**src/rtl/univ_shift_pkg.sv**
```systemverilog
// Shared types and select encodings for the universal shift sequencer.
// Cell-select and fill-source codes are shared by the top level and shift_cell.
package univ_shift_pkg;

    typedef enum logic [2:0] {
        MODE_HOLD = 3'b000,
        MODE_SHL  = 3'b001,
        MODE_SHR  = 3'b010,
        MODE_ASR  = 3'b011,
        MODE_ROL  = 3'b100,
        MODE_ROR  = 3'b101,
        MODE_LOAD = 3'b110,
        MODE_RSVD = 3'b111
    } mode_e;

    typedef enum logic {
        ST_IDLE  = 1'b0,
        ST_SHIFT = 1'b1
    } state_e;

    // Per-cell 4:1 mux select
    localparam logic [1:0] CELL_HOLD       = 2'd0;
    localparam logic [1:0] CELL_FROM_LOWER = 2'd1;
    localparam logic [1:0] CELL_FROM_UPPER = 2'd2;
    localparam logic [1:0] CELL_LOAD       = 2'd3;

    // Source of the bit entering the end cell
    localparam logic [1:0] FILL_SERIAL = 2'd0;
    localparam logic [1:0] FILL_SIGN   = 2'd1;
    localparam logic [1:0] FILL_WRAP   = 2'd2;

    function automatic logic is_shift_mode(input mode_e m);
        return m inside {MODE_SHL, MODE_SHR, MODE_ASR, MODE_ROL, MODE_ROR};
    endfunction

    function automatic logic moves_left(input mode_e m);
        return (m == MODE_SHL) || (m == MODE_ROL);
    endfunction

endpackage

```
**src/rtl/univ_shift_seq_shift_cell.sv**
```systemverilog
// One register bit: 4:1 mux (hold / lower neighbour / upper neighbour / load)
// feeding a flop with synchronous reset.
module shift_cell
    import univ_shift_pkg::*;
(
    input  logic       clk,
    input  logic       srst,
    input  logic [1:0] sel,
    input  logic       lower_bit,
    input  logic       upper_bit,
    input  logic       load_bit,
    output logic       q
);

    logic q_reg;

    always_ff @(posedge clk) begin
        if (srst) begin
            q_reg <= 1'b0;
        end else begin
            case (sel)
                CELL_FROM_LOWER: q_reg <= lower_bit;
                CELL_FROM_UPPER: q_reg <= upper_bit;
                CELL_LOAD:       q_reg <= load_bit;
                default:         q_reg <= q_reg;
            endcase
        end
    end

    assign q = q_reg;

endmodule

```
**src/rtl/univ_shift_seq.sv**
```systemverilog
// Multi-step universal shift register: one accepted command shifts, rotates or
// loads the word one bit per clock, with START/BUSY/DONE handshake.
module univ_shift_seq
    import univ_shift_pkg::*;
#(
    parameter int C_BIT_NUM = 24,
    parameter int C_AMT_W   = 5
) (
    input  logic                 CK,
    input  logic                 RST,
    input  logic                 START,
    input  logic [2:0]           MODE,
    input  logic [C_AMT_W-1:0]   AMT,
    input  logic                 SLI,
    input  logic                 SRI,
    input  logic [C_BIT_NUM-1:0] D,
    output logic [C_BIT_NUM-1:0] Q,
    output logic                 BUSY,
    output logic                 DONE,
    output logic                 SO
);

    localparam int MSB = C_BIT_NUM - 1;

    state_e               state_reg, state_next;
    mode_e                mode_reg, mode_next;
    logic [C_AMT_W-1:0]   count_reg, count_next;
    logic                 done_reg, done_next;
    logic                 so_reg, so_next;

    logic [C_BIT_NUM-1:0] q_bus;
    logic [1:0]           cell_sel;
    logic [1:0]           fill_sel;
    logic                 low_fill;
    logic                 high_fill;
    mode_e                mode_in;
    logic                 shift_cmd;
    logic                 last_step;

    assign mode_in   = mode_e'(MODE);
    assign shift_cmd = is_shift_mode(mode_in) && (AMT != '0);
    assign last_step = (count_reg == C_AMT_W'(1));

    // State register
    always_ff @(posedge CK) begin
        if (RST) begin
            state_reg <= ST_IDLE;
            mode_reg  <= MODE_HOLD;
            count_reg <= '0;
            done_reg  <= 1'b0;
            so_reg    <= 1'b0;
        end else begin
            state_reg <= state_next;
            mode_reg  <= mode_next;
            count_reg <= count_next;
            done_reg  <= done_next;
            so_reg    <= so_next;
        end
    end

    // Next-state logic; START outside IDLE is dropped, never queued
    always_comb begin
        state_next = state_reg;
        mode_next  = mode_reg;
        count_next = count_reg;
        case (state_reg)
            ST_IDLE: begin
                if (START && shift_cmd) begin
                    state_next = ST_SHIFT;
                    mode_next  = mode_in;
                    count_next = AMT;
                end
            end
            ST_SHIFT: begin
                count_next = count_reg - C_AMT_W'(1);
                if (last_step) begin
                    state_next = ST_IDLE;
                end
            end
            default: state_next = ST_IDLE;
        endcase
    end

    // Output / datapath control
    always_comb begin
        cell_sel  = CELL_HOLD;
        fill_sel  = FILL_SERIAL;
        done_next = 1'b0;
        so_next   = so_reg;
        case (state_reg)
            ST_IDLE: begin
                if (START) begin
                    if (mode_in == MODE_LOAD) begin
                        cell_sel = CELL_LOAD;
                    end
                    done_next = !shift_cmd;
                end
            end
            ST_SHIFT: begin
                if (moves_left(mode_reg)) begin
                    cell_sel = CELL_FROM_LOWER;
                    so_next  = q_bus[MSB];
                end else begin
                    cell_sel = CELL_FROM_UPPER;
                    so_next  = q_bus[0];
                end
                case (mode_reg)
                    MODE_ASR:           fill_sel = FILL_SIGN;
                    MODE_ROL, MODE_ROR: fill_sel = FILL_WRAP;
                    default:            fill_sel = FILL_SERIAL;
                endcase
                done_next = last_step;
            end
            default: ;
        endcase
    end

    assign low_fill = (fill_sel == FILL_WRAP) ? q_bus[MSB] : SLI;

    always_comb begin
        case (fill_sel)
            FILL_WRAP: high_fill = q_bus[0];
            FILL_SIGN: high_fill = q_bus[MSB];
            default:   high_fill = SRI;
        endcase
    end

    genvar gi;
    generate
        for (gi = 0; gi < C_BIT_NUM; gi++) begin : g_cell
            logic lower_bit;
            logic upper_bit;

            if (gi == 0) begin : g_lo_end
                assign lower_bit = low_fill;
            end else begin : g_lo_mid
                assign lower_bit = q_bus[gi-1];
            end

            if (gi == MSB) begin : g_hi_end
                assign upper_bit = high_fill;
            end else begin : g_hi_mid
                assign upper_bit = q_bus[gi+1];
            end

            shift_cell u_cell (
                .clk       (CK),
                .srst      (RST),
                .sel       (cell_sel),
                .lower_bit (lower_bit),
                .upper_bit (upper_bit),
                .load_bit  (D[gi]),
                .q         (q_bus[gi])
            );
        end
    endgenerate

    assign Q    = q_bus;
    assign BUSY = (state_reg == ST_SHIFT);
    assign DONE = done_reg;
    assign SO   = so_reg;

endmodule

```
**config.mk**
```make
export PLATFORM = sky130hd
export DESIGN_NAME = univ_shift_seq
export DESIGN_NICKNAME = d
export VERILOG_FILES = /design/src/rtl/univ_shift_pkg.sv /design/src/rtl/univ_shift_seq_shift_cell.sv /design/src/rtl/univ_shift_seq.sv
export SDC_FILE = /design/constraint.sdc
export NUM_CORES = 1
export LEC_CHECK = 0
export BUFFER_PORTS_ARGS = -buffer_cell sky130_fd_sc_hd__buf_2
export CAP_MARGIN = 20
export CORE_AREA = 2 2 71 73
export CTS_CLUSTER_DIAMETER = 80
export DETAILED_ROUTE_END_ITERATION = 10
export DIE_AREA = 0 0 73 75
export HOLD_SLACK_MARGIN = 0.15
export PLACE_DENSITY_LB_ADDON = 0.15
export SYNTH_ARGS = -nofsm -noshare
export SYNTH_HDL_FRONTEND = slang
export SYNTH_SLANG_ARGS = --single-unit
export TNS_END_PERCENT = 50
```
**constraint.sdc**
```tcl
create_clock -name CK -period 1.4 [get_ports CK]
set_input_delay 0.21 -clock CK [delete_from_list [all_inputs] [get_ports CK]]
set_output_delay 0.21 -clock CK [all_outputs]
set_load 0.01 [all_outputs]
```
Word-level counts from Yosys, hierarchy flattened
Index checks and enable logic that the tools add are counted.
{"block": "word_totals", "elab_cells": 99, "in_bits": 37, "reg_bits": 35}
{"block": "op_classes", "add_sub_neg": 1, "n_eq_ne": 18, "bitwise": 1, "n_reduce_logical": 10, "n_mux": 40}
{"operator": "1-bit one-hot mux with 3 select lines", "n": 24}
{"operator": "3-bit == test (second input constant)", "n": 5}
{"operator": "5-bit one-hot mux with 2 select lines", "n": 1}
{"operator": "5-bit nonzero test", "n": 2}
{"operator": "3-bit by 2-bit == test with 1-bit output (second input constant)", "n": 3}
{"operator": "2-bit 2-to-1 mux", "n": 4}
{"operator": "2-bit one-hot mux with 2 select lines", "n": 2}
{"operator": "2-bit == test (second input constant)", "n": 3}
{"operator": "3-bit by 1-bit == test with 1-bit output (second input constant)", "n": 2}
{"operator": "1-bit one-hot mux with 2 select lines", "n": 3}
{"operator": "5-bit by 1-bit == test with 1-bit output (second input constant)", "n": 1}
{"operator": "1-bit 2-to-1 mux", "n": 5}
{"operator": "5-bit 2-to-1 mux", "n": 1}
{"operator": "5-bit by 1-bit subtractor with 5-bit output (second input constant)", "n": 1}
{"operator": "2-bit by 1-bit == test with 1-bit output (second input constant)", "n": 2}
{"operator": "2-bit inequality test (second input constant)", "n": 2}
{"operator": "2-bit AND reduction", "n": 2}
{"operator": "3-bit nonzero test", "n": 1}
{"operator": "1-bit logical AND", "n": 2}
{"operator": "2-bit OR reduction", "n": 1}
{"operator": "1-bit zero test", "n": 1}
{"operator": "1-bit logical OR", "n": 1}
{"operator": "1-bit NOT", "n": 1}

Depth between registers and ports, before layout
Gate-level depths: netlist of run 1.
{"block": "logic_depth", "depth_word": 7, "depth_mapped": 6, "ltp_nobuf": 6}

Hierarchy
From an unflattened synthesis of run 1, not the netlist that was laid out.
{"block": "hier_totals", "hier_cells": 181, "hier_area_um2": 2234.6}
{"mod": "shift_cell", "seq_area_each_um2": 20.0, "n_inst": 24, "area_each_um2": 56.3, "cells_per_inst": 3}
{"mod": "univ_shift_seq", "seq_area_each_um2": 220.2, "n_inst": 1, "area_each_um2": 883.3, "cells_per_inst": 109}

Least setup slack after synthesis of run 1
No wires, ideal clock.
{"block": "synth_timing", "kind": "reg-to-reg", "startpoint": "register state_reg, in the netlist BUSY", "endpoint": "register g_cell[8].u_cell.q_reg", "setup_slack_ps": -39, "synth_period_minus_slack_ps": 1439, "path_stages_with_launch": 6, "setup_ps": 132, "n_path_buf": 2, "arrival_ps": 1306, "required_ps": 1268, "cell_sequence": "dfxtp_1 -> buf_2 -> clkbuf_1 -> mux2_2 -> nand2_1 -> a21oi_1"}
{"block": "synth_between", "elab_chain_len": 4, "word_cells_on_any_way": 7}
{"item": "start: declaration", "line_no": "univ_shift_seq.sv:25", "rtl": "state_e state_reg, state_next;"}
{"item": "start signal: assignment", "line_no": "univ_shift_seq.sv:53", "rtl": "state_reg <= state_next;"}
{"item": "1-bit NOT"}
{"item": "2-bit one-hot mux with 2 select lines *", "line_no": "univ_shift_seq.sv:90", "rtl": "case (state_reg)"}
{"item": "2-bit == test or 2-bit by 1-bit == test with 1-bit output (tied branches)", "line_no": "univ_shift_seq_shift_cell.sv:21", "rtl": "case (sel)"}
{"item": "1-bit one-hot mux with 3 select lines or 3-bit nonzero test (tied branches)"}
{"item": "end signal: assignment", "line_no": "univ_shift_seq_shift_cell.sv:22", "rtl": "CELL_FROM_LOWER: q_reg <= lower_bit;"}
{"item": "end signal: assignment", "line_no": "univ_shift_seq_shift_cell.sv:23", "rtl": "CELL_FROM_UPPER: q_reg <= upper_bit;"}
{"item": "end signal: assignment", "line_no": "univ_shift_seq_shift_cell.sv:24", "rtl": "CELL_LOAD: q_reg <= load_bit;"}
{"item": "end: declaration", "line_no": "univ_shift_seq_shift_cell.sv:15", "rtl": "logic q_reg;"}
Every way passes the cells marked *; elsewhere a longest branch is shown, timed or not.
A chain may end at the register's enable or synchronous reset.

Worst setup path in the final report of run 1
{"block": "layout_timing", "startpoint": "register state_reg, in the netlist BUSY", "endpoint": "register g_cell[23].u_cell.q_reg"}
{"block": "layout_between", "elab_chain_len": 5, "word_cells_on_any_way": 13}
{"item": "1-bit NOT"}
{"item": "2-bit one-hot mux with 2 select lines", "line_no": "univ_shift_seq.sv:90"}
{"item": "2-bit == test or 2-bit by 1-bit == test with 1-bit output (tied branches)", "line_no": "univ_shift_seq_shift_cell.sv:21"}
{"item": "2-bit inequality test (no source line) or 3-bit nonzero test (tied branches)"}
{"item": "2-bit AND reduction (no source line)"}
{"item": "end signal: assignment", "line_no": "univ_shift_seq_shift_cell.sv:22"}
{"item": "end signal: assignment", "line_no": "univ_shift_seq_shift_cell.sv:23"}
{"item": "end signal: assignment", "line_no": "univ_shift_seq_shift_cell.sv:24"}
{"item": "end: declaration", "line_no": "univ_shift_seq_shift_cell.sv:15"}
Several ways; a longest one is shown, not always the timed one.

==> impl_results.md, run 1 <==
- CTS Root Buffer Type: clkbuf_8
- Max reg flops: 24
- Status: finished clean
- H-tree levels: 2
- M1 WL: 2.46 mm
- Hold slack final: ~0.21 ns
- IO Port Bufs: 63
- DIE HEIGHT: 75 um
- Period utilization: 97.5%
- Latest clock arrival within the worst-skew pair: about 0.28 ns
- Nets: around 340
- Hold Startpoint: AMT[3]
- Reg-to-reg endpoint: g_cell[23].u_cell.q
- Leading cell type in the layout, fill and taps excluded: buf_2
- Die ar.: 5480 sq um
- Area grow syn2layout: 25.4%
- Worst r2r src: BUSY
- Vias/cell: about 5.5
- Initial antenna violation count: 0
- Layout Skew: approximately 0.0027 ns
- Initial Util: 45.6%
- Fmax: 733 MHz
- Hold Path Stages: 3
- Max FO, Critical Path: 8
- Antenna cell count: 0
- Ys Warns: 0
- Total number of vias: 1939
- DRT Pass-1 Iters: 4
- R2r setup slk: 0.04 ns
- Sequential area share after synthesis: 33.0%
- Worst endpoint required time: 1.57 ns
- Worst slew pin tran: 0.346 ns
- Clock Path Buffers: 2
- Setup violation total in the final timing report: 0
- LEAKAGE: 1.10 nW
- WL final: around 5.4 mm
- Flops & latches, synth: 35
- Synth top area cells: dfxtp_1 33%, mux2_2 13%, a22oi_1 8.8%
- Design Power: 2.79 mW
- Overflow after GRT: 0
- DR DRC count: 0
- Synth area leader: dfxtp_1
- Reg clk slew, reported paths: 0.07 ns
- Non-Filler Instances: about 350
- Metal3 WL: roughly 280 um
- Largest net degree at the start of global routing: 24
- DR top layer: met4
- Core area: 4660 sq um
- Cell count after synthesis: 244
- Hold WC Path Type: in -> reg
- Initial DRC count: around 130
- RSZ-0062 raised after global routing: true
- Placed cell count: 335
- Site Rows: 25
- Placer Congestion: 0.757
- Post-Syn Area: between 2000 and 2500 sq um
- Pwr/cell area: 1050 nW/um^2
- Distinct cells, synth: 40
- Most frequent cells in the layout: 63 x buf_2, 32 x a21oi_1, 31 x dfxtp_1
- Post-synth top area share: 33.0%
- Routed Antenna Nets: 0
- Post-DR wirelength/cell: 15.3 um
- CP Capture Type: flop
- CTS tree: done
- Max-cap violation count: 0
- Kind of critical path: reg -> reg
- Gr usage total: 18.7%
- Worst Hold Path EP: count_reg[3]
- R2r worst-path depth: 6
- Layout cells sized above 1: 46.1%
- Syn_nets: ~280
- CTS Buf Count: 5
- WL met2: 2.59 mm
- Vias in the first global route: 1637
- Hpwl dp: 3.55 mm
- Worst path arrival time: 1.54 ns
- Fillers: roughly 440
- Max-slew headroom: about three quarters
- # IOs: 64
- Peak VDD IR: between 0.6 and 0.7 mV
- Mean post-synth cell area: 8.70 sq um
- Final-report hold violation count: 0
- Final instance area: 2660 sq um
- Final Max Slew Viols: 0
- Placed Area: 2390 sq um
- Minimum clock period: 1.36 ns
- CP Launch Type: flop
- Clk sinks: 35
- Die Width: approximately 73 um
- First-pass GRT wire length: around 7.9 mm
-- worst max-delay path: stages (launching register included) --
cell	delay, ns
dfxtp_2	0.33
buf_6	0.14
buf_4	0.17
a21oi_4	0.17
buf_6	0.13
a31oi_1	0.03
o221a_2	0.27
-- power by group --
part	internal, mW	switching, mW
registers	1.08	0.0916
logic	0.390	0.358
clock network	0.522	0.348
total	1.99	0.798
-- logic make-up (layout without fill, tap and decap cells) --
| kind of cell | Yosys count | after routing | synth area share (%) |
|---|---|---|---|
| mux | 24 | 24 | 12.7 |
| fa+ha+maj | 2 | 2 | 1.18 |
| xor+xnor | 4 | 4 | 2.00 |
| simple gates | 55 | 56 | 13.4 |
| flops | 35 | 35 | 33.0 |
| buf+inv | 45 | 97 | 12.8 |
| compound gates | 79 | 79 | 24.9 |
-- cell usage after synthesis, drive strengths merged --
| library cell | number |
|---|---|
| a311oi | 1 |
| or4 | 1 |
| and3 | 1 |
| inv | 5 |
| o221a | 1 |
| and3b | 2 |
| a221oi | 1 |
| xor2 | 3 |
| nor4 | 1 |
| o21ai | 8 |
| clkbuf | 6 |
| a21oi | 33 |
| mux2 | 24 |
| a31oi | 2 |
| nand4b | 2 |
| or2 | 2 |
| a2bb2oi | 2 |
| nand2b | 3 |
| o211ai | 4 |
| a41oi | 1 |
| or3 | 1 |
| ha | 2 |
| nand2 | 27 |
| nor2 | 6 |
| nor3b | 2 |
| xnor2 | 1 |
| a22oi | 25 |
| buf | 34 |
| a211oi | 1 |
| dfxtp | 35 |
| nor4b | 1 |
| nor2b | 2 |
| nand3 | 4 |
-- cell type report --
class                      count  area, sq um  share of cell area, %
multi-input combinational    165         1220                   45.9
sequential                    35          711                   26.7
timing repair buffer          85          538                   20.2
clock buffer                   6         72.6                   2.73
tap                           54         67.6                   2.54
clock inverter                 1         30.0                   1.13
inverter                       5         22.5                  0.846
-- how the worst max path moves through the flow --
stage / slack, ns / to / startpoint
after detailed placement: -0.22 / g_cell[21].u_cell.q / mode_reg[0]
after CTS: 0.02 / g_cell[21].u_cell.q / mode_reg[2]
after global routing: -0.04 / g_cell[19].u_cell.q / BUSY
after global placement: -0.21 / g_cell[14].u_cell.q / mode_reg[0]
final: 0.04 / g_cell[23].u_cell.q / BUSY
after floorplan: 0.07 / g_cell[0].u_cell.q / BUSY
-- per-stage QoR --
stage / utilization, % / worst slack, ns / setup TNS, ns
floorplan: - / 0.0674 / 0
global placement: 51.2 / -0.207 / -4.91
detailed placement: 51.2 / -0.222 / -5.43
CTS: 53.7 / 0.0175 / 0
global route: 57.1 / -0.0377 / -0.265
finish: 57.1 / 0.0357 / 0
-- per-layer routing --
metal	vias up	GRT usage, %
li1	968	-
met4	0	5.97
met5	-	0
met2	58	29.2
met1	908	25.5
met3	5	4.55
-- what timing repair did --
item                       4_1_cts  5_1_grt
pin swaps                        0        3
buffers inserted                 0        6
cloned                           0        3
setup endpoints to repair       29       33
hold buffers                     0        0
resized for setup                5       18
No activity file was read; power rests on OpenSTA's default activity.
==> run 2, diff against run 1 <==
- CORE_AREA: 2 2 71 73 -> 2 2 70 72
- CTS_BUF_LIST: unset -> sky130_fd_sc_hd__clkbuf_8
- DIE_AREA: 0 0 73 75 -> 0 0 72 74
- PLACE_DENSITY: unset -> 0.76
- PLACE_DENSITY_LB_ADDON: 0.15 -> unset
==> run 2 against run 1 <==
Critical path depth unchanged. Die area decreased by 2.7%. Clock skew increased by 0.0068 ns. Final cell count increased by 0.57%. Utilization increased by 0.67 points. Sequential power about the same. Sequential share of layout area about the same. Flip-flop and latch count unchanged. Count of clock-buffer cells in the layout decreased by 1. Power increased by 6.5%. First-iteration DRC count increased by 0.78%. Highest routed layer unchanged.
==> impl_results.md, run 2 (synthesis gave the netlist of run 1 again) <==
- WP buf/inv: 2 (-1)
- Die Width: 72 um (-1.4%)
- H-tree levels: 2 (unchanged)
- # IOs: 64 (unchanged)
- Post-DR wirelength/cell: 14.5 um (-5.4%)
- Nets: 337 (+0.30%)
- Placed cell count: 337 (+0.60%)
- Max reg flops: 24 (unchanged)
- Clock Path Buffers: 2 (unchanged)
- Initial antenna violation count: 0 (unchanged)
- CP Launch Type: flop
- Max-slew headroom: 70.8% (-6.1 points)
- Worst slew pin tran: 0.437 ns (+0.0910 ns)
- Worst endpoint required time: 1.63 ns (+0.06 ns)
- Switching share of power: 27.4% (-1.2 points)
- Leading cell type in the layout, fill and taps excluded: buf_2
- CTS Buf Count: 5 (unchanged)
- Internal power: 2.15 mW (+8.2%)
- Crit path cell chain: xnor2_4 > buf_6 > a2bb2oi_4 > buf_2 > nand2_1 > a21oi_1
- Gr usage total: 19.5% (+0.80 points)
- Overflow after GRT: 0 (unchanged)
- CTS tree: done
- Fillers: 424 (-3.4%)
- Max-cap violation count: 0 (unchanged)
- Die ar.: 5330 sq um (-2.7%)
- Final-report hold violation count: 0 (unchanged)
- Fmax: 717 MHz (-2.2%)
- Slowest CP cell: dfxtp_2
- CP Capture Type: flop
- IO Port Bufs: 63 (unchanged)
- Most frequent cells in the layout: 64 x buf_2, 31 x dfxtp_1, 31 x a21oi_1
- Initial Util: 46.2% (+0.62 points)
- Latest clock arrival within the worst-skew pair: 0.29 ns (about the same)
- Area grow syn2layout: 25.2%
- Status: finished clean
- Max FO, Critical Path: 5 (-3)
- Kind of critical path: reg -> reg
- Worst path top cell family by delay: flip-flops
- # hold bufs at CTS: 0 (unchanged)
- Period utilization: 99.6% (+2.2 points)
- Vias in the first global route: 1761 (+7.6%)
- Setup violation total in the final timing report: 0 (unchanged)
- LEAKAGE: 1.11 nW (+0.89%)
- Final Max Slew Viols: 0 (unchanged)
- CTS Root Buffer Type: clkbuf_8
- Final instance area: 2660 sq um (-0.19%)
- Core area: 4600 sq um (-1.3%)
- Logic pwr share: 24.5% (-2.3 points)
- Peak VDD IR: 0.542 mV (-17%)
- Non-Filler Instances: 353 (+0.57%)
- Worst path arrival time: 1.62 ns (+0.08 ns)
- RSZ-0062 raised after global routing: true
- Antenna cell count: 0 (unchanged)
- WL final: 5.12 mm (-4.8%)
- Total number of vias: 1963 (+1.2%)
- Sequential power share: 39.3% (-2.7 points)
- Hold WC Path Type: in -> reg
- DRT Pass-1 Iters: 4 (unchanged)
- Layout Skew: 0.00948 ns (+0.00681 ns)
- Hpwl dp: 3.45 mm (-2.6%)
- Placer Congestion: 0.817 (+7.9%)
- Net Sw Power: 0.813 mW (+2.0%)
- Crit-path max cell delay: 0.35 ns (+0.02 ns)
- Pwr/cell area: 1120 nW/um^2 (+6.7%)
- Largest net degree at the start of global routing: 24 (unchanged)
- Reg clk slew, reported paths: 0.08 ns (about the same)
- Initial DRC count: 129 (+0.78%)
- Site Rows: 25 (unchanged)
- Layout cells sized above 1: 47.5% (+1.4 points)
- Minimum clock period: 1.39 ns (+0.0303 ns)
- Share of total power in the clock network: 36.2% (+5.0 points)
- Routed Antenna Nets: 0 (unchanged)
- Placed Area: 2380 sq um (-0.42%)
- Vias/cell: 5.56 (+0.66%)
- Clk sinks: 35 (unchanged)
- First-pass GRT wire length: 8.36 mm (+5.3%)
- DIE HEIGHT: 74 um (-1.3%)
- DR DRC count: 0 (unchanged)
==> run 2: changes by cell type in the layout (fill, tap and decap cells not counted), sizes merged <==
cell	before	now
clkbuf	7	5
inv	4	5
bufinv	1	2
buf	84	86
==> run 2: final timing paths <==
path | startpoint | end | slack (ns) | depth (start not counted)
worst max-delay path | mode_reg[2] | g_cell[7].u_cell.q | 0.005 | 6
worst min-delay path | MODE[0] | mode_reg[0] | 0.21 | 3
worst max register to register | mode_reg[2] | g_cell[7].u_cell.q | 0.005 | 6
worst min register to register | count_reg[4] | count_reg[4] | 0.53 | 2
==> run 2: tightest hold or removal path, stage by stage <==
cell     delay [ns]
buf_2          0.11
nand3_1        0.06
a21oi_1        0.06
==> run 2: area by class of cell <==
class | count | area, sq um | area share, %
inverter | 5 | 22.5 | 0.847
sequential | 35 | 708 | 26.6
clock inverter | 3 | 63.8 | 2.40
multi-input combinational | 165 | 1220 | 46.0
clock buffer | 5 | 68.8 | 2.59
timing repair buffer | 86 | 504 | 19.0
tap | 54 | 67.6 | 2.54
==> run 2: what timing repair did <==
| action | 4_1_cts | 5_1_grt |
|---|---|---|
| buffers inserted | 5 | 1 |
| gates cloned | 0 | 2 |
| setup endpoints to repair | 32 | 31 |
| endpoints found under the hold margin | 0 | 0 |
| gates resized for setup | 8 | 15 |
| pin swaps | 1 | 3 |
==> run 2: through the flow <==
stage	hold slack (ns)	setup TNS (ns)	setup slack [ns]	power [mW]	utilization [%]
final	0.208	0	0.00538	2.97	57.8
after global placement	0.491	-3.76	-0.160	1.81	51.7
after CTS	0.215	0	0.0111	2.93	56.2
after global routing	0.222	-0.598	-0.0629	3.11	57.8
after floorplan	0.346	0	0.0674	1.65	-
after detailed placement	0.507	-4.62	-0.192	1.82	51.7
==> run 2: layer usage <==
layer	track usage (%)	part of all wire, %	up-vias
met5	0	0	-
met4	5.66	1.2	0
met3	3.52	6.2	5
met2	31.0	48	75
met1	27.3	45	911
li1	-	-	972
==> run 2: power by group through the flow <==
stage               logic (mW)  registers, mW  clock network [mW]
CTS                      0.689           1.16                1.09
detailed placement       0.642           1.18                   0
global placement         0.634           1.18                   0
global route             0.798           1.18                1.14
finish                   0.726           1.17                1.07
floorplan                0.491           1.16                   0
